==> src/rtl/cabac_bin_sequencer_if.sv <==
// Command, decoder-step and bin-group signals of the CABAC bin sequencer.
// slave = sequencer view, master = command source / decoder / consumer view.
interface cabac_bin_sequencer_if #(
    parameter int BIN_WIDTH = 3,
    parameter int NB_WIDTH  = 7
);
    logic                 cmd_valid;
    logic                 cmd_ready;
    logic [7:0]           cmd_pstate;
    logic                 cmd_bypass;
    logic [NB_WIDTH-1:0]  cmd_num_bins;

    logic                 dec_en;
    logic [7:0]           dec_pstate;
    logic                 dec_bypass;
    logic [1:0]           dec_n_bin;
    logic                 dec_stall;
    logic [BIN_WIDTH-1:0] dec_bin;

    logic                 out_valid;
    logic                 out_ready;
    logic [BIN_WIDTH-1:0] out_bins;
    logic [1:0]           out_cnt;
    logic                 out_last;
    logic                 busy;

    modport slave (
        input  cmd_valid, cmd_pstate, cmd_bypass, cmd_num_bins,
        input  dec_stall, dec_bin, out_ready,
        output cmd_ready, dec_en, dec_pstate, dec_bypass, dec_n_bin,
        output out_valid, out_bins, out_cnt, out_last, busy
    );

    modport master (
        output cmd_valid, cmd_pstate, cmd_bypass, cmd_num_bins,
        output dec_stall, dec_bin, out_ready,
        input  cmd_ready, dec_en, dec_pstate, dec_bypass, dec_n_bin,
        input  out_valid, out_bins, out_cnt, out_last, busy
    );
endinterface

==> src/rtl/cabac_bin_sequencer.sv <==
// Splits {pstate, bypass, num_bins} commands into decoder steps and registers each bin group.
// First group visible one edge after acceptance; dec_en drops on dec_stall or a full, undrained output slot.
module cabac_bin_sequencer #(
    parameter int BIN_WIDTH = 3,
    parameter int NB_WIDTH  = 7
) (
    input  logic                  clk,
    input  logic                  reset,
    cabac_bin_sequencer_if.slave  bus
);

    typedef enum logic {IDLE, RUN} state_t;

    state_t               state_q, state_d;
    logic [NB_WIDTH-1:0]  rem_q, rem_d;
    logic [NB_WIDTH-1:0]  step;
    logic [BIN_WIDTH-1:0] step_mask;
    logic [7:0]           pstate_q;
    logic                 bypass_q;
    logic                 out_valid_q;
    logic [BIN_WIDTH-1:0] out_bins_q;
    logic [1:0]           out_cnt_q;
    logic                 out_last_q;
    logic                 slot_free;
    logic                 step_en;
    logic                 start;

    // Bypass steps take as many bins as remain, capped at BIN_WIDTH; regular steps are single bins.
    always_comb begin
        step      = NB_WIDTH'(1);
        step_mask = '0;
        if (bypass_q) begin
            if (rem_q > NB_WIDTH'(BIN_WIDTH)) step = NB_WIDTH'(BIN_WIDTH);
            else                              step = rem_q;
        end
        for (int i = 0; i < BIN_WIDTH; i++) begin
            step_mask[i] = (NB_WIDTH'(i) < step);
        end
    end

    assign slot_free = !out_valid_q || bus.out_ready;
    assign step_en   = (state_q == RUN) && !bus.dec_stall && slot_free;
    assign start     = (state_q == IDLE) && bus.cmd_valid && (bus.cmd_num_bins != '0);

    always_comb begin
        state_d = state_q;
        rem_d   = rem_q;
        case (state_q)
            IDLE: begin
                if (start) begin
                    state_d = RUN;
                    rem_d   = bus.cmd_num_bins;
                end
            end
            RUN: begin
                if (step_en) begin
                    rem_d = rem_q - step;
                    if (rem_q == step) state_d = IDLE;
                end
            end
            default: state_d = IDLE;
        endcase
    end

    always_ff @(posedge clk or negedge reset) begin
        if (!reset) begin
            state_q  <= IDLE;
            rem_q    <= '0;
            pstate_q <= '0;
            bypass_q <= 1'b0;
        end else begin
            state_q <= state_d;
            rem_q   <= rem_d;
            if (start) begin
                pstate_q <= bus.cmd_pstate;
                bypass_q <= bus.cmd_bypass;
            end
        end
    end

    // A load in the same cycle as a drain keeps the slot full, giving one group per cycle.
    always_ff @(posedge clk or negedge reset) begin
        if (!reset) begin
            out_valid_q <= 1'b0;
            out_bins_q  <= '0;
            out_cnt_q   <= '0;
            out_last_q  <= 1'b0;
        end else if (step_en) begin
            out_valid_q <= 1'b1;
            out_bins_q  <= bus.dec_bin & step_mask;
            out_cnt_q   <= 2'(step - NB_WIDTH'(1));
            out_last_q  <= (rem_q == step);
        end else if (bus.out_ready) begin
            out_valid_q <= 1'b0;
        end
    end

    assign bus.cmd_ready  = (state_q == IDLE);
    assign bus.busy       = (state_q == RUN);
    assign bus.dec_en     = step_en;
    assign bus.dec_pstate = pstate_q;
    assign bus.dec_bypass = bypass_q;
    assign bus.dec_n_bin  = (state_q == RUN) ? 2'(step - NB_WIDTH'(1)) : 2'b0;
    assign bus.out_valid  = out_valid_q;
    assign bus.out_bins   = out_bins_q;
    assign bus.out_cnt    = out_cnt_q;
    assign bus.out_last   = out_last_q;

endmodule
==> src/flat_wrapper.sv <==
// flat-port wrapper written by rule: the top's interface ports become plain ports
module cabac_bin_sequencer_flat 
#(
    parameter int BIN_WIDTH = 3,
    parameter int NB_WIDTH  = 7
)
  (clk, reset, bus_cmd_valid, bus_cmd_pstate, bus_cmd_bypass, bus_cmd_num_bins, bus_dec_stall, bus_dec_bin, bus_out_ready, bus_cmd_ready, bus_dec_en, bus_dec_pstate, bus_dec_bypass, bus_dec_n_bin, bus_out_valid, bus_out_bins, bus_out_cnt, bus_out_last, bus_busy);
  cabac_bin_sequencer_if #(.BIN_WIDTH(BIN_WIDTH), .NB_WIDTH(NB_WIDTH)) bus_i ();
  input  logic clk;
  input  logic reset;
  input wire logic [$bits(bus_i.cmd_valid)-1:0] bus_cmd_valid;
  input wire logic [$bits(bus_i.cmd_pstate)-1:0] bus_cmd_pstate;
  input wire logic [$bits(bus_i.cmd_bypass)-1:0] bus_cmd_bypass;
  input wire logic [$bits(bus_i.cmd_num_bins)-1:0] bus_cmd_num_bins;
  input wire logic [$bits(bus_i.dec_stall)-1:0] bus_dec_stall;
  input wire logic [$bits(bus_i.dec_bin)-1:0] bus_dec_bin;
  input wire logic [$bits(bus_i.out_ready)-1:0] bus_out_ready;
  output wire logic [$bits(bus_i.cmd_ready)-1:0] bus_cmd_ready;
  output wire logic [$bits(bus_i.dec_en)-1:0] bus_dec_en;
  output wire logic [$bits(bus_i.dec_pstate)-1:0] bus_dec_pstate;
  output wire logic [$bits(bus_i.dec_bypass)-1:0] bus_dec_bypass;
  output wire logic [$bits(bus_i.dec_n_bin)-1:0] bus_dec_n_bin;
  output wire logic [$bits(bus_i.out_valid)-1:0] bus_out_valid;
  output wire logic [$bits(bus_i.out_bins)-1:0] bus_out_bins;
  output wire logic [$bits(bus_i.out_cnt)-1:0] bus_out_cnt;
  output wire logic [$bits(bus_i.out_last)-1:0] bus_out_last;
  output wire logic [$bits(bus_i.busy)-1:0] bus_busy;
  assign bus_i.cmd_valid = bus_cmd_valid;
  assign bus_i.cmd_pstate = bus_cmd_pstate;
  assign bus_i.cmd_bypass = bus_cmd_bypass;
  assign bus_i.cmd_num_bins = bus_cmd_num_bins;
  assign bus_i.dec_stall = bus_dec_stall;
  assign bus_i.dec_bin = bus_dec_bin;
  assign bus_i.out_ready = bus_out_ready;
  assign bus_cmd_ready = bus_i.cmd_ready;
  assign bus_dec_en = bus_i.dec_en;
  assign bus_dec_pstate = bus_i.dec_pstate;
  assign bus_dec_bypass = bus_i.dec_bypass;
  assign bus_dec_n_bin = bus_i.dec_n_bin;
  assign bus_out_valid = bus_i.out_valid;
  assign bus_out_bins = bus_i.out_bins;
  assign bus_out_cnt = bus_i.out_cnt;
  assign bus_out_last = bus_i.out_last;
  assign bus_busy = bus_i.busy;
  cabac_bin_sequencer #(.BIN_WIDTH(BIN_WIDTH), .NB_WIDTH(NB_WIDTH)) u_core (.clk(clk), .reset(reset), .bus(bus_i));
endmodule
==> config.mk <==
export PLATFORM = sky130hd
export DESIGN_NAME = cabac_bin_sequencer_flat
export DESIGN_NICKNAME = d
export VERILOG_FILES = /design/src/rtl/cabac_bin_sequencer_if.sv /design/src/rtl/cabac_bin_sequencer.sv /design/src/flat_wrapper.sv
export SDC_FILE = /design/constraint.sdc
export NUM_CORES = 1
export LEC_CHECK = 0
export BUFFER_PORTS_ARGS = -buffer_cell sky130_fd_sc_hd__buf_2
export CAP_MARGIN = 20
export CORE_AREA = 2 2 51 76
export DETAILED_ROUTE_END_ITERATION = 16
export DIE_AREA = 0 0 53 78
export GPL_TIMING_DRIVEN = 0
export PLACE_DENSITY = 0.68
export SYNTH_ARGS = -nofsm -noshare
export SYNTH_HDL_FRONTEND = slang
export SYNTH_SLANG_ARGS = --single-unit
==> constraint.sdc <==
create_clock -name clk -period 2.7 [get_ports clk]
set_input_delay 0.135 -clock clk [delete_from_list [all_inputs] [get_ports clk]]
set_output_delay 0.135 -clock clk [all_outputs]
set_load 0.1 [all_outputs]
==> results of run 1 <==
[per-stage QoR]
step	util, %	hold WS (ps)	area, sq um	setup slack, ps
floorplan	-	-161	1370	48.9
global placement	48.1	135	1640	433
detailed placement	48.1	146	1640	401
CTS	50.5	66.4	1730	389
global route	50.5	85.6	1730	184
finish	50.5	66.4	1730	393
[cells in the mapped netlist, drive strengths merged (2+ instances only)]
cell / count / area (sq um)
mux2i: 3 / 30.0
o21ai: 12 / 60.1
a21o: 2 / 15.0
nor3: 4 / 31.3
a31oi: 2 / 12.5
o22a: 2 / 17.5
and3: 2 / 12.5
mux2: 8 / 90.1
nand3: 4 / 20.0
a21oi: 6 / 30.0
dfrtp: 24 / 601
inv: 6 / 22.5
nand2b: 4 / 32.5
ha: 7 / 87.6
clkbuf: 3 / 21.3
xnor2: 2 / 17.5
nor2: 7 / 26.3
nand2: 21 / 78.8
[cells by family after synthesis]
group                    count (synthesis)  synth area share, %
XOR/XNOR                                 3                 1.97
flip-flops                              24                 44.9
buffers and inverters                   11                 4.40
multiplexers                            11                 8.99
AND/OR/NAND/NOR                         49                 19.0
other                                    1                0.281
AO/OA/AOI/OAI                           29                 13.9
adder cells (fa/ha/maj)                  7                 6.55
[cell type report]
cell class / instances / share of cell area, %
well taps: 42 / 3.05
flip-flops and latches: 24 / 34.8
plain buffers: 4 / 1.89
multi-input cells: 104 / 41.0
clock inverters: 1 / 1.74
clock buffers: 3 / 2.39
repair buffers: 45 / 13.3
inverters: 7 / 1.81
[state kept, by name, indices dropped and copies added (netlist names)]
name,count
u_core.bus.busy,1
u_core.bus.dec_bypass,1
u_core.bus.out_last,1
u_core.bus.out_valid,1
u_core.rem_q,7
u_core.bus.out_bins,3
u_core.bus.dec_pstate,8
u_core.bus.out_cnt,2
[critical path, delay by kind of cell, from the launching register on]
family / cells / cell delay (ps)
AO/OA/AOI/OAI: 4 / 700
flip-flops: 1 / 450
AND/OR/NAND/NOR: 2 / 500
adder cells (fa/ha/maj): 2 / 440
buffers and inverters: 2 / 110
[final timing paths]
check | endpoint | depth (start not counted) | start
setup / recovery | u_core.rem_q[6] | 10 | u_core.rem_q[4]
hold / removal | u_core.bus.dec_bypass | 3 | bus_cmd_bypass
setup reg to reg | u_core.rem_q[6] | 10 | u_core.rem_q[4]
hold reg to reg | u_core.bus.out_bins[2] | 2 | u_core.bus.out_bins[2]
max in group asynchronous | u_core.bus.dec_pstate[6] | 2 | reset
min in group asynchronous | u_core.bus.dec_pstate[0] | 2 | reset
[routing by layer]
metal | global-route usage [%] | vias up | part of all wire [%]
li1 | - | 580 | -
met1 | 18.7 | 578 | 37
met2 | 31.1 | 43 | 56
met3 | 2.50 | 9 | 5.1
met4 | 10.0 | 0 | 2.6
met5 | 0 | - | 0
==> flow_summary.ini, run 1 <==
[timing]
tightestPinTransition_ps = 550
setup_tns_ps = 0
slew_viol_final = 0
slew_headroom_pct = 63.3
fin_crit_sh_pct = 85.4
rsz0062_at_grt = no
period_minus_slack_ps = 2310
setup_viol = 0
timing.fmax_ghz = 0.433
hold_viol = 0
skew_ps = 4.14

[run]
cap_viol_max_count = 0

[global_routing]
grt_overflow_total = 0
grt_pass1_wl_mm = 5.43
grt_max_degree = 25
grt_pass1_vias = 1304
antenna_found_initial = 0
track_usage_pct = 17.5

[clock_tree]
clock-sinks = 24
clk_latency_ps = 270
hold_buffers = 1
htreeDepth = 1
path_clk_slew_ps = 90
cts_tree = done
cts_root_buffer = clkbuf_8
post_cts_resized = 0
cts_buffers = 3
cts_setup_buffers = 0
clock_path_buffers = 2

[run_status]
status = complete, no violations

[routing]
wl_per_cell_microns = 13.8
drtAntennaViolNets = 0
drc = 0
routed_wl_mm = 3.17
vias_per_cell = 5.26
drt_pass1_iterations = 4
drtIter0Drc = 16
vias = 1210

[critical_path]
critPathSlowestCell = dfrtp_1
worstPathRequired_ps = 2860
worstPathArrival_ps = 2470
crit_fanout = 4
start_kind = flop
crit_chain = nor3_4 > nand4_1 > ha_1 > inv_1 > ha_1 > inv_1 > a21oi_1 > o41a_1 > a21oi_1 > o22a_1
ff2ff_setup_slack_ps = 390
critPathKind = flop to flop
cp-end-kind = flop
crit_path_max_incr_delay_ps = 450

[floorplan]
die_x_microns = 53
rows = 26
io_pins = 45
core_area_sq_um = 3420
start_util_pct = 39.1
dieArea_sq_um = 4130
die_height_microns = 78

[synth]
synth_area_per_cell_sq_um = 9.90
synth_seq_area_share_pct = 44.9
async_flop_share_pct = 100
synthCells = 135
synth-seq-cells = 24
synth_cell_types = 37
synth_area_sq_um = 1340
yosysWarnings = 0
synth_enable_flop_cells = 0
synthFlopType = dfrtp_1

[finish]
antennaDiodeCount = 0
fin_cells = 230
final_common_cell = buf_2
multiInputGateArea_sq_um = 707
fillers = 331
final_nets = 220
area_growth_pct = 29.1
final_cell_mix = buf_2 (44), dfrtp_1 (24), nand2_1 (21)
regArea_sq_um = 601
drive_gt1_share_pct = 35.6

[worst_hold_path]
hold_path_class = primary input to flop

[place]
dpl.cell_count = 225
gp_congestion = 0.891
hpwl_mm = 2.58
port_buffers = 44
Power of run 1 is left out: the tool's default activity adds up to more than one toggle a clock period on the data nets, which glitch-free logic cannot reach.
==> run 2: changes to the inputs <==
--- a/config.mk
+++ b/config.mk
@@ -12,6 +12,7 @@
 export DIE_AREA = 0 0 53 78
 export GPL_TIMING_DRIVEN = 0
 export PLACE_DENSITY = 0.68
+export RECOVER_POWER = 25
 export SYNTH_ARGS = -nofsm -noshare
 export SYNTH_HDL_FRONTEND = slang
 export SYNTH_SLANG_ARGS = --single-unit
==> flow_summary.ini, run 2 (same netlist as run 1, synthesis figures left out) <==
[run_status]
status = complete, no violations

[global_routing]
antenna_found_initial = 0
grt_max_degree = 25
grt_pass1_vias = 1304
grt_pass1_wl_mm = 5.43
track_usage_pct = 17.5
grt_overflow_total = 0

[clock_tree]
cts_tree = done
post_cts_resized = 0
cts_root_buffer = clkbuf_8
clock-sinks = 24
cts_setup_buffers = 0
cts_buffers = 3
htreeDepth = 1
hold_buffers = 1
path_clk_slew_ps = 90
clock_path_buffers = 2
clk_latency_ps = 270

[critical_path]
worstPathRequired_ps = 2860
cp-end-kind = flop
r2r_end = u_core.rem_q[6]
crit_fanout = 4
worst-path-buf-inv = 2
crit_path_max_incr_delay_ps = 450
crit_family = compound AO/OA/AOI/OAI gates
r2r-start = u_core.rem_q[4]
critPathKind = flop to flop
worstPathArrival_ps = 2470
worstRegToRegCells = 10
ff2ff_setup_slack_ps = 390
critPathSlowestCell = dfrtp_1
crit_chain = nor3_4 > nand4_1 > ha_1 > inv_1 > ha_1 > inv_1 > a21oi_1 > o41a_1 > a21oi_1 > o22a_1
start_kind = flop

[worst_hold_path]
min_from = bus_cmd_bypass
worstHoldPathCells = 3
holdPathEnd = u_core.bus.dec_bypass
hold_path_class = primary input to flop

[finish]
antennaDiodeCount = 0
final_cell_mix = buf_2 (43), dfrtp_1 (24), nand2_1 (21)
area_growth_pct = 29.0
final_common_cell = buf_2
final_core_util_pct = 50.5
drive_gt1_share_pct = 35.1
fin_cells = 230
fillers = 332
largest_reg_flops = 8
final_nets = 220

[routing]
vias_per_cell = 5.27
wl_per_cell_microns = 13.8
routed_wl_mm = 3.17
drc = 0
drtAntennaViolNets = 0
vias = 1211
drt_pass1_iterations = 4
drtIter0Drc = 16

[timing]
fin_crit_sh_pct = 85.4
hold_viol = 0
setup_viol = 0
timing.fmax_ghz = 0.433
skew_ps = 4.14
period_minus_slack_ps = 2310
setup_tns_ps = 0
slew_viol_final = 0
slew_headroom_pct = 12.0
tightestPinTransition_ps = 1320
rsz0062_at_grt = no

[run]
cap_viol_max_count = 0

[place]
port_buffers = 44
gp_congestion = 0.891
dpl.cell_count = 225
hpwl_mm = 2.58

[floorplan]
die_height_microns = 78
io_pins = 45
rows = 26
start_util_pct = 39.1
die_x_microns = 53
core_area_sq_um = 3420
dieArea_sq_um = 4130
run 2: cell types whose count changed in the layout (fill, tap and decap cells not counted):
cell	previous run	this run
buf_2	44	43
clkbuf_1	2	3
run 2: cell type report:
cell class                 count  area, sq um  share of cell area [%]
multi-input combinational    104          707                    41.0
sequential                    24          601                    34.8
timing repair buffer          45          229                    13.3
tap                           42         52.6                    3.05
clock buffer                   3         41.3                    2.39
buffer                         4         32.5                    1.89
inverter                       7         31.3                    1.81
clock inverter                 1         30.0                    1.74
run 2: how the worst max path moves through the flow:
stage | start | endpoint | slack (ps) | cells past startpoint
floorplan | u_core.bus.dec_bypass | u_core.rem_q[6] | 50 | 10
global placement | u_core.rem_q[3] | u_core.rem_q[6] | 430 | 10
detailed placement | u_core.rem_q[4] | u_core.rem_q[6] | 400 | 10
CTS | u_core.rem_q[4] | u_core.rem_q[6] | 390 | 10
global route | u_core.rem_q[4] | u_core.rem_q[6] | 180 | 10
finish | u_core.rem_q[4] | u_core.rem_q[6] | 390 | 10
run 2: stage by stage:
step	setup slack (ps)	cell area (sq um)	hold slack, ps
after global placement	433	1640	135
after CTS	389	1730	66.4
after global routing	184	1720	85.6
final	393	1720	66.4
after detailed placement	401	1640	146
after floorplan	48.9	1370	-161
run 2: worst register-to-register path, delay by kind of cell (launching register included):
family | cells | cell delay [ps]
flip-flops | 1 | 450
AO/OA/AOI/OAI | 4 | 710
buffers and inverters | 2 | 110
AND/OR/NAND/NOR | 2 | 500
adder cells (fa/ha/maj) | 2 | 440
run 2: metal layers:
metal | track usage, % | share of wire, % | vias up
met5 | 0 | 0 | -
met4 | 10.0 | 2.6 | 0
li1 | - | - | 580
met3 | 2.50 | 5.1 | 9
met2 | 31.1 | 56 | 43
met1 | 18.7 | 36 | 579
Power of run 2 is left out for the same reason.
==> run 3: changes to the inputs <==
--- a/config.mk
+++ b/config.mk
@@ -5,11 +5,12 @@
 export SDC_FILE = /design/constraint.sdc
 export NUM_CORES = 1
 export LEC_CHECK = 0
+export ABC_AREA = 1
 export BUFFER_PORTS_ARGS = -buffer_cell sky130_fd_sc_hd__buf_2
 export CAP_MARGIN = 20
-export CORE_AREA = 2 2 51 76
+export CORE_AREA = 2 2 51 77
 export DETAILED_ROUTE_END_ITERATION = 16
-export DIE_AREA = 0 0 53 78
+export DIE_AREA = 0 0 53 79
 export GPL_TIMING_DRIVEN = 0
 export PLACE_DENSITY = 0.68
 export RECOVER_POWER = 25
==> flow_summary.ini, run 3 <==
[critical_path]
crit_fanout = 4
cp-end-kind = flop
r2r-start = u_core.rem_q[4]
ff2ff_setup_slack_ps = 280
cp-endpoint = u_core.rem_q[4]
critPathLaunch = u_core.rem_q[4]
worstPathArrival_ps = 2570
worstPathRequired_ps = 2850
start_kind = flop
worstRegToRegCells = 13
critPathKind = flop to flop
r2r_end = u_core.rem_q[4]

[synth]
synth_seq_area_share_pct = 44.1
synth_commonest_cells = nand2_1 (38), dfrtp_1 (24), inv_1 (17), nor2_1 (15), nand3_1 (14)
async_flop_share_pct = 100
synth_area_per_cell_sq_um = 8.30
synth_area_sq_um = 1360
synth_top_area_share_pct = 44.1
synth_top_family_by_area = simple AND/OR/NAND/NOR gates
synthAdderAreaFrac_pct = 6.43
synthCells = 164
synth-seq-cells = 24
synth_enable_flop_cells = 0
synthSimpleGateAreaFrac_pct = 23.0
synth_xor_area_share_pct = 0.643
synth_compound_area_share_pct = 11.9
synthFlopType = dfrtp_1
yosys-top-cells-area = dfrtp_1 (44%), nand2_1 (10%), mux2_2 (6.6%)
yosysMostFrequentCell = nand2_1
synth_cell_types = 24
synth_top_area_cell = dfrtp_1
yosysWarnings = 0
muxShareOfSynthArea_pct = 6.62

[timing]
setup_viol = 0
setup_tns_ps = 0
timing.fmax_ghz = 0.413
slew_headroom_pct = 14.5
setup_ws_ps = 281
rsz0062_at_grt = no
fin_crit_sh_pct = 89.6
skew_ps = 6.24
slew_viol_final = 0
tightestPinTransition_ps = 1280
period_minus_slack_ps = 2420
hold_viol = 0

[finish]
final_area_sq_um = 1710
fin_cells = 260
antennaDiodeCount = 0
multiInputGateArea_sq_um = 686
area_growth_pct = 25.6
fillers = 366
final_cell_mix = buf_2 (44), nand2_1 (38), dfrtp_1 (23)
final_common_cell = buf_2
drive_gt1_share_pct = 28.6
final_nets = 249
largest_reg_flops = 8
regArea_sq_um = 602

[place]
place_ws_ps = 284
hpwl_mm = 2.58
gp_congestion = 0.829
dpl.cell_count = 255
dpl_cell_area_sq_um = 1660
port_buffers = 44

[global_routing]
grt_max_degree = 25
grt_pass1_vias = 1270
track_usage_pct = 17.9
grt_pass1_wl_mm = 5.64
antenna_found_initial = 0
grt_overflow_total = 0

[routing]
drc = 0
drtIter0Drc = 21
drtAntennaViolNets = 0
wl_per_cell_microns = 12.4
vias = 1280
routed_wl_mm = 3.21
drt_pass1_iterations = 4
vias_per_cell = 4.92

[clock_tree]
cts_tree = done
path_clk_slew_ps = 80
clk_latency_ps = 260
clock-sinks = 24
cts_buffers = 3
post_cts_resized = 0
cts_setup_buffers = 0
clock_path_buffers = 2
htreeDepth = 1
hold_buffers = 1
cts_root_buffer = clkbuf_8

[floorplan]
die_height_microns = 79
rows = 27
core_area_sq_um = 3550
io_pins = 45
die_x_microns = 53
start_util_pct = 38.4
dieArea_sq_um = 4190

[worst_hold_path]
hold_path_class = primary input to flop

[run]
cap_viol_max_count = 0

[run_status]
status = complete, no violations
==> run 3: cell count changes after synthesis, sizes merged, moves of 4 or more <==
cell | before | now
o21a | 0 | 4
nand2 | 21 | 38
o211ai | 0 | 4
nand2b | 4 | 0
nor2 | 7 | 15
inv | 6 | 19
nand3 | 4 | 14
==> run 3: worst min-delay path by stage <==
stage / start / to / slack [ps] / cells after the start
global placement: reset / u_core.bus.out_bins[2] / 150 / 1
CTS: bus_out_ready / u_core.bus.out_valid / 80 / 2
finish: bus_out_ready / u_core.bus.out_valid / 70 / 2
global route: bus_cmd_pstate[5] / u_core.bus.dec_pstate[5] / 100 / 2
floorplan: reset / u_core.bus.busy / -160 / 0
detailed placement: reset / u_core.bus.out_bins[2] / 150 / 1
==> run 3: cell families after synthesis <==
family,count (synthesis)
AND/OR/NAND/NOR,73
AO/OA/AOI/OAI,27
flip-flops,24
buffers and inverters,23
multiplexers,8
adder cells (fa/ha/maj),7
other,1
XOR/XNOR,1
==> run 3: worst max-delay path, stage by stage, from the launching register on <==
cell      delay [ps]
dfrtp_1          430
nor2_1           120
nand3_1          170
nor3_1           280
inv_1            160
ha_1             220
inv_1            110
ha_1             160
inv_1             50
a21oi_1          200
o21a_1           130
o21ai_0           70
o211ai_1         120
nand2_1           80
==> run 3: metal layers <==
layer	part of all wire [%]	wire length, microns	GRT usage, %
met1	40	1280	21.3
met2	55	1760	32.0
met3	3.5	114	1.50
met4	1.8	59	7.18
met5	0	0	0
==> run 3: final cells by class <==
type / count / area share [%]
Buffer: 4 / 1.39
Clock buffer: 4 / 2.63
Inverter: 19 / 4.17
Multi-Input combinational cell: 121 / 40.1
Sequential cell: 24 / 35.2
Tap cell: 43 / 3.15
Timing Repair Buffer: 45 / 13.4
==> run 3: metrics by stage <==
stage / hold slack [ps] / utilization [%]
finish: 73.1 / 48.2
global route: 99.2 / 48.2
global placement: 148 / 46.7
CTS: 77.7 / 48.3
floorplan: -161 / -
detailed placement: 149 / 46.7
Power of run 3 is left out for the same reason.
